$ cat config.mk
export PLATFORM = sky130hd
export DESIGN_NAME = mem_arbiter
export DESIGN_NICKNAME = d
export VERILOG_FILES = /design/src/rtl/mem_arbiter.sv
export SDC_FILE = /design/constraint.sdc
export NUM_CORES = 1
export LEC_CHECK = 0
export CAP_MARGIN = 15
export CORE_MARGIN = 2
export CORE_UTILIZATION = 45
export DETAILED_ROUTE_END_ITERATION = 8
export PLACE_DENSITY = 0.78
export REMOVE_ABC_BUFFERS = 1
export SLEW_MARGIN = 20
export SYNTH_ARGS = -nofsm -noshare
export SYNTH_HDL_FRONTEND = slang
export SYNTH_SLANG_ARGS = --single-unit
$ cat constraint.sdc
create_clock -name clk -period 2.6 [get_ports clk]
set_input_delay 0.52 -clock clk [delete_from_list [all_inputs] [get_ports clk]]
set_output_delay 0.52 -clock clk [all_outputs]
set_load 0.005 [all_outputs]
$ cat src/rtl/mem_arbiter.sv
// Byte-serial arbiter sharing the 8-bit memory port between fetch, load and store.
// Multi-byte transfers are sequenced one byte per cycle, little-endian.
module mem_arbiter #(
    parameter int STARVE_LIMIT = 8
) (
    input  logic        clk,
    input  logic        rst,
    input  logic        rdy,
    input  logic        rollback,
    input  logic        if_req,
    input  logic [31:0] if_addr,
    output logic        if_done,
    output logic [31:0] if_data,
    input  logic        ld_req,
    input  logic [31:0] ld_addr,
    input  logic [1:0]  ld_size,
    output logic        ld_done,
    output logic [31:0] ld_data,
    input  logic        st_req,
    input  logic [31:0] st_addr,
    input  logic [1:0]  st_size,
    input  logic [31:0] st_data,
    output logic        st_done,
    input  logic [7:0]  mem_din,
    output logic [7:0]  mem_dout,
    output logic [31:0] mem_a,
    output logic        mem_wr,
    input  logic        io_buffer_full
);
    localparam logic [1:0] S_IDLE  = 2'd0;
    localparam logic [1:0] S_READ  = 2'd1;
    localparam logic [1:0] S_WRITE = 2'd2;
    localparam logic [1:0] S_DONE  = 2'd3;

    localparam int SW = $clog2(STARVE_LIMIT + 1);

    logic [1:0]    state;
    logic          src_if;
    logic [31:0]   base;
    logic [2:0]    nbytes;
    logic [2:0]    cnt;
    logic [2:0]    rcv;
    logic          a_valid;
    logic          d_valid;
    logic [31:0]   assemble;
    logic [SW-1:0] starve;

    function automatic logic [2:0] size_bytes(input logic [1:0] s);
        case (s)
            2'd0:    return 3'd1;
            2'd1:    return 3'd2;
            default: return 3'd4;
        endcase
    endfunction

    logic        starved;
    logic        grant_st;
    logic        grant_if;
    logic        grant_ld;
    logic        io_stall;
    logic [7:0]  st_byte;
    logic [31:0] asm_next;

    always_comb begin
        starved  = (starve >= SW'(STARVE_LIMIT));
        grant_st = st_req;
        grant_if = !st_req && !rollback && if_req && (starved || !ld_req);
        grant_ld = !st_req && !rollback && ld_req && !grant_if;
        // The store address is held stable for the whole transfer, so it is valid in IDLE and WRITE.
        io_stall = (st_addr[17:16] == 2'b11) && io_buffer_full;
        st_byte  = st_data[{cnt[1:0], 3'b000} +: 8];
        asm_next = assemble;
        asm_next[{rcv[1:0], 3'b000} +: 8] = mem_din;
    end

    always_ff @(posedge clk or negedge rst) begin
        if (!rst) begin
            state    <= S_IDLE;
            src_if   <= 1'b0;
            base     <= 32'd0;
            nbytes   <= 3'd0;
            cnt      <= 3'd0;
            rcv      <= 3'd0;
            a_valid  <= 1'b0;
            d_valid  <= 1'b0;
            assemble <= 32'd0;
            starve   <= '0;
            if_done  <= 1'b0;
            ld_done  <= 1'b0;
            st_done  <= 1'b0;
            if_data  <= 32'd0;
            ld_data  <= 32'd0;
            mem_a    <= 32'd0;
            mem_wr   <= 1'b0;
            mem_dout <= 8'd0;
        end else if (!rdy) begin
            mem_wr <= 1'b0;
        end else begin
            if_done <= 1'b0;
            ld_done <= 1'b0;
            st_done <= 1'b0;
            case (state)
                S_IDLE: begin
                    mem_a    <= 32'd0;
                    mem_wr   <= 1'b0;
                    mem_dout <= 8'd0;
                    a_valid  <= 1'b0;
                    d_valid  <= 1'b0;
                    cnt      <= 3'd0;
                    rcv      <= 3'd0;
                    if (grant_st) begin
                        src_if <= 1'b0;
                        base   <= st_addr;
                        nbytes <= size_bytes(st_size);
                        state  <= S_WRITE;
                        if (!io_stall) begin
                            mem_wr   <= 1'b1;
                            mem_a    <= st_addr;
                            mem_dout <= st_data[7:0];
                            cnt      <= 3'd1;
                        end
                    end else if (grant_if || grant_ld) begin
                        src_if   <= grant_if;
                        base     <= grant_if ? if_addr : ld_addr;
                        nbytes   <= grant_if ? 3'd4 : size_bytes(ld_size);
                        mem_a    <= grant_if ? if_addr : ld_addr;
                        a_valid  <= 1'b1;
                        cnt      <= 3'd1;
                        assemble <= 32'd0;
                        state    <= S_READ;
                    end
                    if (grant_if) begin
                        starve <= '0;
                    end else if ((grant_st || grant_ld) && if_req && !starved) begin
                        starve <= starve + 1'b1;
                    end
                end
                S_READ: begin
                    if (rollback) begin
                        state   <= S_IDLE;
                        mem_a   <= 32'd0;
                        a_valid <= 1'b0;
                        d_valid <= 1'b0;
                        cnt     <= 3'd0;
                        rcv     <= 3'd0;
                    end else begin
                        // Data returned now belongs to the byte presented one cycle earlier.
                        d_valid <= a_valid;
                        if (cnt < nbytes) begin
                            mem_a   <= base + {29'd0, cnt};
                            cnt     <= cnt + 3'd1;
                            a_valid <= 1'b1;
                        end else begin
                            mem_a   <= 32'd0;
                            a_valid <= 1'b0;
                        end
                        if (d_valid) begin
                            assemble <= asm_next;
                            rcv      <= rcv + 3'd1;
                            if (rcv == nbytes - 3'd1) begin
                                state <= S_DONE;
                                if (src_if) begin
                                    if_done <= 1'b1;
                                    if_data <= asm_next;
                                end else begin
                                    ld_done <= 1'b1;
                                    ld_data <= asm_next;
                                end
                            end
                        end
                    end
                end
                S_WRITE: begin
                    if (cnt == nbytes) begin
                        state    <= S_DONE;
                        st_done  <= 1'b1;
                        mem_wr   <= 1'b0;
                        mem_a    <= 32'd0;
                        mem_dout <= 8'd0;
                    end else if (io_stall) begin
                        mem_wr   <= 1'b0;
                        mem_a    <= 32'd0;
                        mem_dout <= 8'd0;
                    end else begin
                        mem_wr   <= 1'b1;
                        mem_a    <= base + {29'd0, cnt};
                        mem_dout <= st_byte;
                        cnt      <= cnt + 3'd1;
                    end
                end
                default: begin
                    state <= S_IDLE;
                    cnt   <= 3'd0;
                    rcv   <= 3'd0;
                end
            endcase
        end
    end
endmodule

==> run_summary.xml, run 1 <==
<?xml version="1.0" encoding="UTF-8"?>
<metrics>
  <group name="synthesis">
    <metric name="synth_warnings" unit="">0</metric>
    <metric name="synthMostInstantiatedCell" unit="">dfrtp_1</metric>
    <metric name="netlist_instances" unit="">970</metric>
    <metric name="synth-async-reset-ratio" unit="%">100.0</metric>
    <metric name="synth_cell_types" unit="">67</metric>
    <metric name="synth_area_leaders" unit="">dfrtp_1 44%, mux2_4 8.0%, a22o_1 5.3%</metric>
    <metric name="synth_top_cells_by_count" unit="">190 x dfrtp_1, 79 x nand2_1, 66 x a22o_1</metric>
    <metric name="syn-mean-instance-area" unit="µm²">11.18</metric>
    <metric name="yosys.area.top_type_share" unit="%">43.84</metric>
    <metric name="synth_seq_cells" unit="">190</metric>
    <metric name="synth_sequential_area_ratio" unit="%">43.84</metric>
    <metric name="synth.largest_area_cell" unit="">dfrtp_1</metric>
    <metric name="synth-edff-count" unit="">0</metric>
    <metric name="netlist_area" unit="mm²">0.01085</metric>
    <metric name="synth-main-ff-cell" unit="">dfrtp_1</metric>
  </group>
  <group name="global_routing">
    <metric name="grt_antenna_before_repair" unit="">0</metric>
    <metric name="grt_pass1_wl" unit="mm">50.54</metric>
    <metric name="track_usage" unit="%">24.62</metric>
    <metric name="grt_start_max_net_pins" unit="">86</metric>
    <metric name="grt_remaining_overflow" unit="">0</metric>
    <metric name="first_global_vias" unit="">9466</metric>
  </group>
  <group name="placed_design">
    <metric name="gp_congestion" unit="">0.8770</metric>
    <metric name="detailed_place_hpwl" unit="mm">22.34</metric>
    <metric name="placement.io_buffers" unit="">255</metric>
  </group>
  <group name="detailed_routing">
    <metric name="met2RoutedLength" unit="mm">15.25</metric>
    <metric name="routed_via_density" unit="">5.858</metric>
    <metric name="drcViolationCount" unit="">0</metric>
    <metric name="via_count" unit="">9056</metric>
    <metric name="final_antenna_net_count" unit="">0</metric>
    <metric name="drt-initial-drc-count" unit="">617</metric>
    <metric name="highest-signal-layer" unit="">met4</metric>
    <metric name="drt_pass1_iterations" unit="">5</metric>
    <metric name="met3_length" unit="mm">2.154</metric>
    <metric name="final_wirelength" unit="mm">30.99</metric>
    <metric name="routedWlPerCell" unit="µm">20.04</metric>
    <metric name="drt-met1-wl" unit="mm">12.83</metric>
  </group>
  <group name="worst_setup_path">
    <metric name="worst_ep_required_time" unit="ps">2970</metric>
    <metric name="arrival" unit="ps">2690</metric>
    <metric name="critical-path-top-cell-by-count" unit="">inv_1</metric>
    <metric name="critPathCaptureType" unit="">flop</metric>
    <metric name="crit_path_max_incr_delay" unit="ps">630</metric>
    <metric name="worst-path-buf-inv" unit="">2</metric>
    <metric name="startpoint_class" unit="">flop</metric>
    <metric name="crit_path_cell_trace" unit="">inv_1 &gt; ha_1 &gt; inv_1 &gt; and4_1 &gt; a22o_1 &gt; mux2_4</metric>
    <metric name="critical_path_slowest_stage_cell" unit="">and4_1</metric>
    <metric name="path_class" unit="">reg -&gt; reg</metric>
    <metric name="path_delay_family" unit="">simple AND/OR/NAND/NOR gates</metric>
    <metric name="cp_max_fo" unit="">16</metric>
  </group>
  <group name="timing">
    <metric name="holdWs" unit="ps">131.5</metric>
    <metric name="timing_hold_violations_final" unit="">0</metric>
    <metric name="worst_clock_skew" unit="ps">14.66</metric>
    <metric name="period_minus_slack" unit="ps">2320</metric>
    <metric name="max_slew.worst_pin.slew" unit="ps">969.1</metric>
    <metric name="max_freq" unit="GHz">0.4311</metric>
    <metric name="setup-violations-final" unit="">0</metric>
    <metric name="timing.max_slew.rel_slack" unit="%">34.96</metric>
    <metric name="min_period_over_period" unit="%">89.22</metric>
    <metric name="timing.final.max_slew_violations" unit="">0</metric>
    <metric name="totalNegativeSetupSlack" unit="ps">0</metric>
    <metric name="grt_setup_unrepaired" unit="">no</metric>
  </group>
  <group name="power">
    <metric name="p_per_area" unit="mW/mm²">769.4</metric>
    <metric name="cellLeakagePower" unit="nW">6.077</metric>
    <metric name="max-vdd-ir-drop" unit="µV">373.1</metric>
    <metric name="design_power_total" unit="mW">11.17</metric>
  </group>
  <group name="clocking">
    <metric name="cts_resized" unit="">0</metric>
    <metric name="clk_root_buffer_cell" unit="">clkbuf_16</metric>
    <metric name="cts_buffer_depth" unit="">2</metric>
    <metric name="tritoncts" unit="">done</metric>
    <metric name="ctsHtreeMaxLevel" unit="">4</metric>
    <metric name="worst_skew_pair.late_latency" unit="ps">440</metric>
    <metric name="clk_pin_slew" unit="ps">70</metric>
    <metric name="tritoncts.num_buffers" unit="">17</metric>
    <metric name="post_cts_setup_repair_bufs" unit="">0</metric>
    <metric name="post_cts_hold_buffer_count" unit="">0</metric>
    <metric name="clkSinkCount" unit="">190</metric>
  </group>
  <group name="worst_hold_path">
    <metric name="hold_crit_class" unit="">in -&gt; async</metric>
  </group>
  <group name="cells_and_area">
    <metric name="nNetsFinal" unit="">1383</metric>
    <metric name="area_growth" unit="%">33.91</metric>
    <metric name="antenna_cells" unit="">0</metric>
    <metric name="post_route_cells_drive_above_1_share" unit="%">17.60</metric>
  </group>
  <group name="floorplanning">
    <metric name="dieWidth" unit="µm">159.2</metric>
    <metric name="number_of_top_level_pins" unit="">256</metric>
    <metric name="fp.dieH" unit="µm">159.2</metric>
    <metric name="fp.coreArea" unit="mm²">0.02354</metric>
    <metric name="fp-row-count" unit="">56</metric>
    <metric name="initial_core_util" unit="%">46.07</metric>
    <metric name="dieArea" unit="mm²">0.02536</metric>
  </group>
  <group name="outcome">
    <metric name="status" unit="">finished clean</metric>
  </group>
  <group name="run">
    <metric name="maxCapViolCount" unit="">0</metric>
  </group>
</metrics>
[final timing paths]
check                           startpoint          end  slack (ps)  cells after the start
worst max-delay path                rcv[0]   ld_data[4]         280                      6
worst min-delay path                   rst  if_data[26]         130                      1
worst max register to register      rcv[0]   ld_data[4]         280                      6
worst min register to register     ld_done      ld_done         480                      1
max in group asynchronous              rst  mem_dout[3]        1680                      2
min in group clk                   ld_done      ld_done         480                      1
[metrics by stage]
step / worst slack (ps) / std cells / utilization, % / cell area, µm²
after global placement: 77.92 / 1514 / 59.08 / 13910
after floorplan: -2076 / 892 / - / 10450
after global routing: 123.5 / 1546 / 61.69 / 14520
final: 280.2 / 1546 / 61.69 / 14520
after detailed placement: 36.80 / 1514 / 59.08 / 13910
after CTS: 200.0 / 1546 / 61.64 / 14510
[metal layers]
layer | GRT usage (%) | up-vias
met2 | 42.15 | 388
met1 | 30.95 | 4468
met3 | 5.158 | 58
met5 | 0 | -
met4 | 8.719 | 0
li1 | - | 4142
[registers in the layout, summed over array words and instances (netlist names), 2 cells and up]
name and count:
state 2, cnt 3, mem_a 32, base 32, nbytes 3, starve 4, if_data 32, mem_dout 8
ld_data 32, rcv 3, assemble 32
[where the power goes]
group / internal [mW] / switching [mW]
clock: 1.42 / 1.24
combinational: 2.13 / 2.02
sequential: 3.66 / 0.700
total: 7.21 / 3.96
[cells in the final DEF (no fill, tap or decap), types with 7 or more instances in the layout]
cell and count:
a21oi_1 26, a22o_1 66, a22oi_1 30, a32o_1 34, buf_12 9, buf_4 39, clkbuf_16 17, clkdlybuf4s50_1 253
dfrtp_1 190, ha_1 20, inv_1 21, mux2_2 48, mux2_4 58, mux2i_1 34, mux4_2 8, nand2_1 79
nand2b_1 9, nand3_1 13, nand4_1 10, nor2_1 23, nor2b_1 14, nor4_1 7, o21ai_0 60, o221ai_1 16
xnor2_1 22, xor2_1 8
[cell type report]
cell class | count | area, µm²
Fill cell | 1917 | 9020
Multi-Input combinational cell | 677 | 5648
Sequential cell | 190 | 4755
Timing Repair Buffer | 303 | 3024
Clock buffer | 19 | 452.9
Tap cell | 319 | 399.1
Clock inverter | 13 | 150.1
Inverter | 25 | 93.84
[cell families after synthesis]
group	share of synthesized area, %
adders and majority gates	2.492
muxes	17.81
xor gates and xnor gates	2.630
AOI/OAI and AO/OA	19.35
DFF	43.84
buffers and inverters	4.534
and+or+nand+nor	9.345
Note: power is estimated with default switching activity, not from simulation.
==> run 2: changes to the inputs <==
--- a/config.mk
+++ b/config.mk
@@ -9,7 +9,8 @@
 export CORE_MARGIN = 2
 export CORE_UTILIZATION = 45
 export DETAILED_ROUTE_END_ITERATION = 8
-export PLACE_DENSITY = 0.78
+export DONT_BUFFER_PORTS = 1
+export PLACE_DENSITY = 0.64
 export REMOVE_ABC_BUFFERS = 1
 export SLEW_MARGIN = 20
 export SYNTH_ARGS = -nofsm -noshare
==> run 2 against run 1 <==
  * The flow now finishes with violations (negative hold slack)
  * Setup slack lost 70 ps
  * Power shrank 8.1%
  * Via count shrank 14%
  * Register-to-register slack lost 70 ps
  * Sequential power grew 2%
  * Hold slack lost 340 ps
  * Critical endpoint is now mem_a[16]
  * Largest cell class unchanged
  * Highest routed layer unchanged
==> run_summary.xml, run 2 (synthesis results as in run 1) <==
<?xml version="1.0" encoding="UTF-8"?>
<metrics>
  <group name="timing">
    <metric name="grt_setup_unrepaired" unit="">no</metric>
    <metric name="setup_ws_post_layout" unit="ps">210.3</metric>
    <metric name="period_minus_slack" unit="ps">2390</metric>
    <metric name="holdWs" unit="ps">-209.8</metric>
    <metric name="max_slew.worst_pin.slew" unit="ps">984.6</metric>
    <metric name="timing_hold_violations_final" unit="">190</metric>
    <metric name="setup-violations-final" unit="">0</metric>
    <metric name="max_freq" unit="GHz">0.4185</metric>
    <metric name="worst_clock_skew" unit="ps">16.13</metric>
    <metric name="timing.max_slew.rel_slack" unit="%">33.92</metric>
    <metric name="min_period_over_period" unit="%">91.91</metric>
    <metric name="timing.final.max_slew_violations" unit="">0</metric>
  </group>
  <group name="floorplanning">
    <metric name="dieArea" unit="mm²">0.02536</metric>
    <metric name="initial_core_util" unit="%">46.07</metric>
    <metric name="dieWidth" unit="µm">159.2</metric>
    <metric name="number_of_top_level_pins" unit="">256</metric>
    <metric name="fp.coreArea" unit="mm²">0.02354</metric>
    <metric name="fp-row-count" unit="">56</metric>
    <metric name="fp.dieH" unit="µm">159.2</metric>
  </group>
  <group name="cells_and_area">
    <metric name="nNetsFinal" unit="">1108</metric>
    <metric name="layout_commonest_cell" unit="">dfrtp_1</metric>
    <metric name="most_frequent_cells_in_the_layout" unit="">190 x dfrtp_1, 79 x nand2_1, 66 x a22o_1</metric>
    <metric name="regArea" unit="mm²">0.004755</metric>
    <metric name="antenna_cells" unit="">0</metric>
    <metric name="multi_input_comb_area" unit="mm²">0.005647</metric>
    <metric name="post_route_cells_drive_above_1_share" unit="%">20.17</metric>
    <metric name="area_growth" unit="%">8.722</metric>
    <metric name="layout.filler_cells" unit="">2167</metric>
  </group>
  <group name="worst_setup_path">
    <metric name="crit_path_cell_trace" unit="">ha_1 &gt; nor2b_1 &gt; o21ai_1 &gt; nor3_1 &gt; xnor2_1 &gt; o221ai_1</metric>
    <metric name="r2r_setup_slack" unit="ps">210</metric>
    <metric name="startpoint_class" unit="">flop</metric>
    <metric name="worst_ep_required_time" unit="ps">2900</metric>
    <metric name="worst_r2r_path_depth" unit="">6</metric>
    <metric name="path_class" unit="">reg -&gt; reg</metric>
    <metric name="critical_path.startpoint" unit="">cnt[2]</metric>
    <metric name="crit_path_max_incr_delay" unit="ps">760</metric>
    <metric name="reg2reg_to" unit="">mem_a[16]</metric>
    <metric name="crit-reg2reg-launch" unit="">cnt[2]</metric>
    <metric name="critPathCaptureType" unit="">flop</metric>
    <metric name="crit_path_end" unit="">mem_a[16]</metric>
    <metric name="arrival" unit="ps">2690</metric>
    <metric name="critical_path_slowest_stage_cell" unit="">o21ai_1</metric>
    <metric name="cp_max_fo" unit="">9</metric>
  </group>
  <group name="global_routing">
    <metric name="gr-max-usage-layer" unit="">met2</metric>
    <metric name="grt_pass1_wl" unit="mm">45.86</metric>
    <metric name="grt_remaining_overflow" unit="">0</metric>
    <metric name="track_usage" unit="%">22.67</metric>
    <metric name="first_global_vias" unit="">8006</metric>
    <metric name="globalRouteMet1Util" unit="%">28.86</metric>
    <metric name="groute.layer.met3.usage" unit="%">6.147</metric>
    <metric name="grt_antenna_before_repair" unit="">0</metric>
    <metric name="grt_start_max_net_pins" unit="">191</metric>
    <metric name="grtUsageMet2" unit="%">37.55</metric>
  </group>
  <group name="clocking">
    <metric name="ctsHtreeMaxLevel" unit="">4</metric>
    <metric name="tritoncts.num_buffers" unit="">17</metric>
    <metric name="cts_resized" unit="">0</metric>
    <metric name="worst_skew_pair.late_latency" unit="ps">440</metric>
    <metric name="cts_buffer_depth" unit="">2</metric>
    <metric name="post_cts_setup_repair_bufs" unit="">0</metric>
    <metric name="clk_root_buffer_cell" unit="">clkbuf_16</metric>
    <metric name="tritoncts" unit="">done</metric>
    <metric name="clk_pin_slew" unit="ps">80</metric>
    <metric name="clkSinkCount" unit="">190</metric>
  </group>
  <group name="power">
    <metric name="cellLeakagePower" unit="nW">5.015</metric>
    <metric name="max-vdd-ir-drop" unit="µV">495.9</metric>
    <metric name="internal_power" unit="mW">6.387</metric>
    <metric name="power.share.sequential" unit="%">43.2</metric>
    <metric name="p_per_area" unit="mW/mm²">870.4</metric>
    <metric name="switching_share" unit="%">37.77</metric>
    <metric name="p_comb_share" unit="%">29.9</metric>
    <metric name="design_power_total" unit="mW">10.26</metric>
    <metric name="power.clock.fraction" unit="%">26.9</metric>
    <metric name="p_sw" unit="mW">3.876</metric>
  </group>
  <group name="placed_design">
    <metric name="placement.io_buffers" unit="">0</metric>
    <metric name="dpl_worst_slack" unit="ps">264.6</metric>
    <metric name="detailed_place_hpwl" unit="mm">19.57</metric>
    <metric name="gp_congestion" unit="">0.7768</metric>
  </group>
  <group name="detailed_routing">
    <metric name="routedWlPerCell" unit="µm">22.46</metric>
    <metric name="final_antenna_net_count" unit="">0</metric>
    <metric name="routed_via_density" unit="">6.108</metric>
    <metric name="drt_pass1_iterations" unit="">4</metric>
    <metric name="via_count" unit="">7763</metric>
    <metric name="drcViolationCount" unit="">0</metric>
    <metric name="final_wirelength" unit="mm">28.55</metric>
    <metric name="drt-initial-drc-count" unit="">594</metric>
  </group>
  <group name="run">
    <metric name="maxCapViolCount" unit="">0</metric>
  </group>
  <group name="worst_hold_path">
    <metric name="hold_crit_class" unit="">in -&gt; async</metric>
  </group>
  <group name="outcome">
    <metric name="status" unit="">complete, but fails checks</metric>
    <metric name="violations_in_the_final_reports" unit="">negative hold slack</metric>
  </group>
</metrics>
run 2: changes by cell type in the layout (fill, tap and decap cells not counted), sizes merged:
cell           before  now
clkbuf             20   17
clkdlybuf4s50     253    0
clkinvlp            2    0
inv                27   28
bufinv              1    0
buf                49   28
clkinv              8   12
run 2: layer usage:
| layer | part of all wire (%) | vias up | routed length [µm] |
|---|---|---|---|
| li1 | - | 3592 | - |
| met1 | 43 | 3910 | 12400 |
| met4 | 2.1 | 0 | 590 |
| met5 | 0 | - | 0 |
| met2 | 48 | 228 | 13710 |
| met3 | 6.5 | 33 | 1857 |
run 2: layout make-up:
cell class / instances / area share [%]
inverters: 25 / 0.7958
well taps: 319 / 3.385
repair buffers: 28 / 2.207
clock buffers: 17 / 3.608
flip-flops and latches: 190 / 40.32
multi-input cells: 677 / 47.89
clock inverters: 15 / 1.793
run 2: stage by stage:
stage          std cells  TNS (ps)  utilization, %  cell area, µm²
3_3_place_gp        1239         0           47.38           11150
5_1_grt             1271         0           50.09           11790
6_report            1271         0           50.09           11790
2_1_floorplan        892   -134520               -           10450
3_5_place_dp        1239         0           47.38           11150
4_1_cts             1271         0           50.09           11790
run 2: power by group through the flow:
stage,sequential (mW),combinational [mW],clock (mW)
3_3_place_gp,4.46,2.99,0
2_1_floorplan,4.26,2.23,0
5_1_grt,4.54,3.42,2.94
6_report,4.43,3.07,2.76
4_1_cts,4.43,3.07,2.83
3_5_place_dp,4.48,3.06,0
run 2: worst max-delay path: cells and delay by family (launching register included):
| kind | cells | cell delay (ps) |
|---|---|---|
| and+or+nand+nor | 2 | 350 |
| AOI/OAI and AO/OA | 2 | 890 |
| adders and majority gates | 1 | 350 |
| DFF | 1 | 440 |
| xor gates and xnor gates | 1 | 220 |
run 2: how the worst min path moves through the flow:
| stage | start | to | cells past startpoint |
|---|---|---|---|
| 2_1_floorplan | rst | a_valid | 0 |
| 3_3_place_gp | rst | mem_dout[3] | 0 |
| 3_5_place_dp | rst | ld_data[17] | 0 |
| 4_1_cts | rst | if_data[27] | 0 |
| 5_1_grt | rst | if_data[11] | 0 |
| 6_report | rst | ld_data[17] | 0 |
==> run 3: changes to the inputs <==
--- a/config.mk
+++ b/config.mk
@@ -6,7 +6,7 @@
 export NUM_CORES = 1
 export LEC_CHECK = 0
 export CAP_MARGIN = 15
-export CORE_MARGIN = 2
+export CORE_MARGIN = 3
 export CORE_UTILIZATION = 45
 export DETAILED_ROUTE_END_ITERATION = 8
 export DONT_BUFFER_PORTS = 1
==> run 3 against run 2 <==
  * The run still ends with negative hold slack left
  * Power decreased by 0.68%
  * Clock skew decreased by 0.89 ps
  * Flip-flop and latch count unchanged
  * Hold slack got worse by 4.4 ps
  * Utilization decreased by 0.064 points
  * Register-to-register slack improved by 20 ps
  * Critical path type unchanged
==> run_summary.xml, run 3 (synthesis results as in run 1) <==
<?xml version="1.0" encoding="UTF-8"?>
<metrics>
  <group name="outcome">
    <metric name="status" unit="">complete, but fails checks</metric>
    <metric name="violations_in_the_final_reports" unit="">negative hold slack</metric>
  </group>
  <group name="worst_setup_path">
    <metric name="startpoint_class" unit="">flop</metric>
    <metric name="critPathCaptureType" unit="">flop</metric>
    <metric name="r2r_setup_slack" unit="ps">230</metric>
    <metric name="crit-reg2reg-launch" unit="">base[0]</metric>
    <metric name="cp_max_fo" unit="">9</metric>
    <metric name="worst_ep_required_time" unit="ps">2890</metric>
    <metric name="path_class" unit="">reg -&gt; reg</metric>
    <metric name="arrival" unit="ps">2660</metric>
    <metric name="worst_r2r_path_depth" unit="">8</metric>
    <metric name="reg2reg_to" unit="">mem_a[20]</metric>
  </group>
  <group name="clocking">
    <metric name="tritoncts" unit="">done</metric>
    <metric name="clk_pin_slew" unit="ps">80</metric>
    <metric name="clkSinkCount" unit="">190</metric>
    <metric name="cts_buffer_depth" unit="">2</metric>
    <metric name="worst_skew_pair.late_latency" unit="ps">440</metric>
    <metric name="cts_resized" unit="">0</metric>
    <metric name="clk_root_buffer_cell" unit="">clkbuf_16</metric>
    <metric name="post_cts_setup_repair_bufs" unit="">0</metric>
    <metric name="tritoncts.num_buffers" unit="">17</metric>
    <metric name="ctsHtreeMaxLevel" unit="">4</metric>
  </group>
  <group name="power">
    <metric name="internal_power" unit="mW">6.370</metric>
    <metric name="max-vdd-ir-drop" unit="µV">414.5</metric>
    <metric name="p_comb_share" unit="%">30.0</metric>
    <metric name="p_per_area" unit="mW/mm²">863.0</metric>
    <metric name="power.share.sequential" unit="%">43.5</metric>
    <metric name="design_power_total" unit="mW">10.19</metric>
    <metric name="power.clock.fraction" unit="%">26.5</metric>
    <metric name="p_sw" unit="mW">3.824</metric>
    <metric name="switching_share" unit="%">37.51</metric>
    <metric name="cellLeakagePower" unit="nW">5.027</metric>
  </group>
  <group name="global_routing">
    <metric name="first_global_vias" unit="">7875</metric>
    <metric name="grt_remaining_overflow" unit="">0</metric>
    <metric name="grt_start_max_net_pins" unit="">191</metric>
    <metric name="grt_antenna_before_repair" unit="">0</metric>
    <metric name="gr-max-usage-layer" unit="">met2</metric>
    <metric name="groute.layer.met3.usage" unit="%">6.540</metric>
    <metric name="grt_pass1_wl" unit="mm">45.95</metric>
    <metric name="globalRouteMet1Util" unit="%">29.00</metric>
    <metric name="grtUsageMet2" unit="%">36.24</metric>
    <metric name="track_usage" unit="%">22.12</metric>
  </group>
  <group name="floorplanning">
    <metric name="dieArea" unit="mm²">0.02600</metric>
    <metric name="fp-row-count" unit="">56</metric>
    <metric name="number_of_top_level_pins" unit="">256</metric>
    <metric name="dieWidth" unit="µm">161.2</metric>
    <metric name="fp.dieH" unit="µm">161.2</metric>
    <metric name="fp.coreArea" unit="mm²">0.02361</metric>
    <metric name="initial_core_util" unit="%">45.93</metric>
  </group>
  <group name="timing">
    <metric name="worst_clock_skew" unit="ps">15.24</metric>
    <metric name="period_minus_slack" unit="ps">2371</metric>
    <metric name="min_period_over_period" unit="%">91.20</metric>
    <metric name="timing_hold_violations_final" unit="">190</metric>
    <metric name="holdWs" unit="ps">-214.2</metric>
    <metric name="timing.final.max_slew_violations" unit="">0</metric>
    <metric name="max_slew.worst_pin.slew" unit="ps">949.5</metric>
    <metric name="grt_setup_unrepaired" unit="">no</metric>
    <metric name="setup-violations-final" unit="">0</metric>
    <metric name="max_freq" unit="GHz">0.4217</metric>
    <metric name="timing.max_slew.rel_slack" unit="%">36.28</metric>
  </group>
  <group name="cells_and_area">
    <metric name="antenna_cells" unit="">0</metric>
    <metric name="area_growth" unit="%">8.906</metric>
    <metric name="most_frequent_cells_in_the_layout" unit="">190 x dfrtp_1, 79 x nand2_1, 66 x a22o_1</metric>
    <metric name="nNetsFinal" unit="">1113</metric>
    <metric name="post_route_cells_drive_above_1_share" unit="%">20.59</metric>
    <metric name="stdcell_count" unit="">1276</metric>
    <metric name="layout_commonest_cell" unit="">dfrtp_1</metric>
  </group>
  <group name="detailed_routing">
    <metric name="drt-initial-drc-count" unit="">421</metric>
    <metric name="via_count" unit="">7807</metric>
    <metric name="final_antenna_net_count" unit="">0</metric>
    <metric name="routedWlPerCell" unit="µm">22.55</metric>
    <metric name="routed_via_density" unit="">6.118</metric>
    <metric name="drt_pass1_iterations" unit="">5</metric>
    <metric name="drcViolationCount" unit="">0</metric>
    <metric name="final_wirelength" unit="mm">28.77</metric>
  </group>
  <group name="placed_design">
    <metric name="gp_congestion" unit="">0.8264</metric>
    <metric name="placement.io_buffers" unit="">0</metric>
    <metric name="detailed_place_hpwl" unit="mm">20.02</metric>
    <metric name="number_of_placed_instances_taps_included" unit="">1244</metric>
  </group>
  <group name="run">
    <metric name="maxCapViolCount" unit="">0</metric>
  </group>
  <group name="worst_hold_path">
    <metric name="hold_crit_class" unit="">in -&gt; async</metric>
  </group>
</metrics>
==> run 3: stage by stage <==
stage	setup WS (ps)	setup TNS, ps	hold slack, ps	area (µm²)	util, %
after floorplan	-2076	-134520	224.4	10450	-
after global placement	290.0	0	231.8	11200	47.41
after detailed placement	229.0	0	236.2	11200	47.41
after CTS	215.1	0	-238.9	11810	50.02
after global routing	72.70	0	-241.9	11810	50.02
final	228.8	0	-214.2	11810	50.02
==> run 3: worst max-delay path by stage <==
stage | to | startpoint | depth (start not counted)
2_1_floorplan | ld_data[6] | state[1] | 6
3_3_place_gp | mem_a[16] | cnt[2] | 6
3_5_place_dp | if_data[8] | nbytes[0] | 8
4_1_cts | if_data[19] | nbytes[0] | 8
5_1_grt | mem_a[18] | cnt[0] | 8
6_report | mem_a[20] | base[0] | 8
==> run 3: layer usage <==
layer  vias up  wire, µm
met5         -         0
met4         0       387
met3        24      2068
met2       251     14090
met1      3929     12220
li1       3603         -
==> run 3: worst max-delay path, cell delays in order, from the launching register on <==
cell and delay (ps):
dfrtp_1 360, ha_1 180, inv_1 60, fa_1 390, nor2b_1 180, o21ai_1 320
nor4_1 440, xnor2_1 160, o221ai_1 130
==> run 3: area by class of cell <==
cell class              instances  area (µm²)
fillers                      2096       11800
multi-input cells             677        5638
flip-flops and latches        190        4755
clock buffers                  17       425.4
well taps                     319       399.1
repair buffers                 33       310.3
clock inverters                15       190.2
inverters                      25       93.84
==> run 3: power groups by stage <==
stage / Sequential (mW) / Clock (mW) / Combinational (mW)
2_1_floorplan: 4.26 / 0 / 2.23
4_1_cts: 4.43 / 2.76 / 3.08
3_5_place_dp: 4.47 / 0 / 3.07
3_3_place_gp: 4.46 / 0 / 3.01
6_report: 4.43 / 2.70 / 3.06
5_1_grt: 4.54 / 2.88 / 3.40
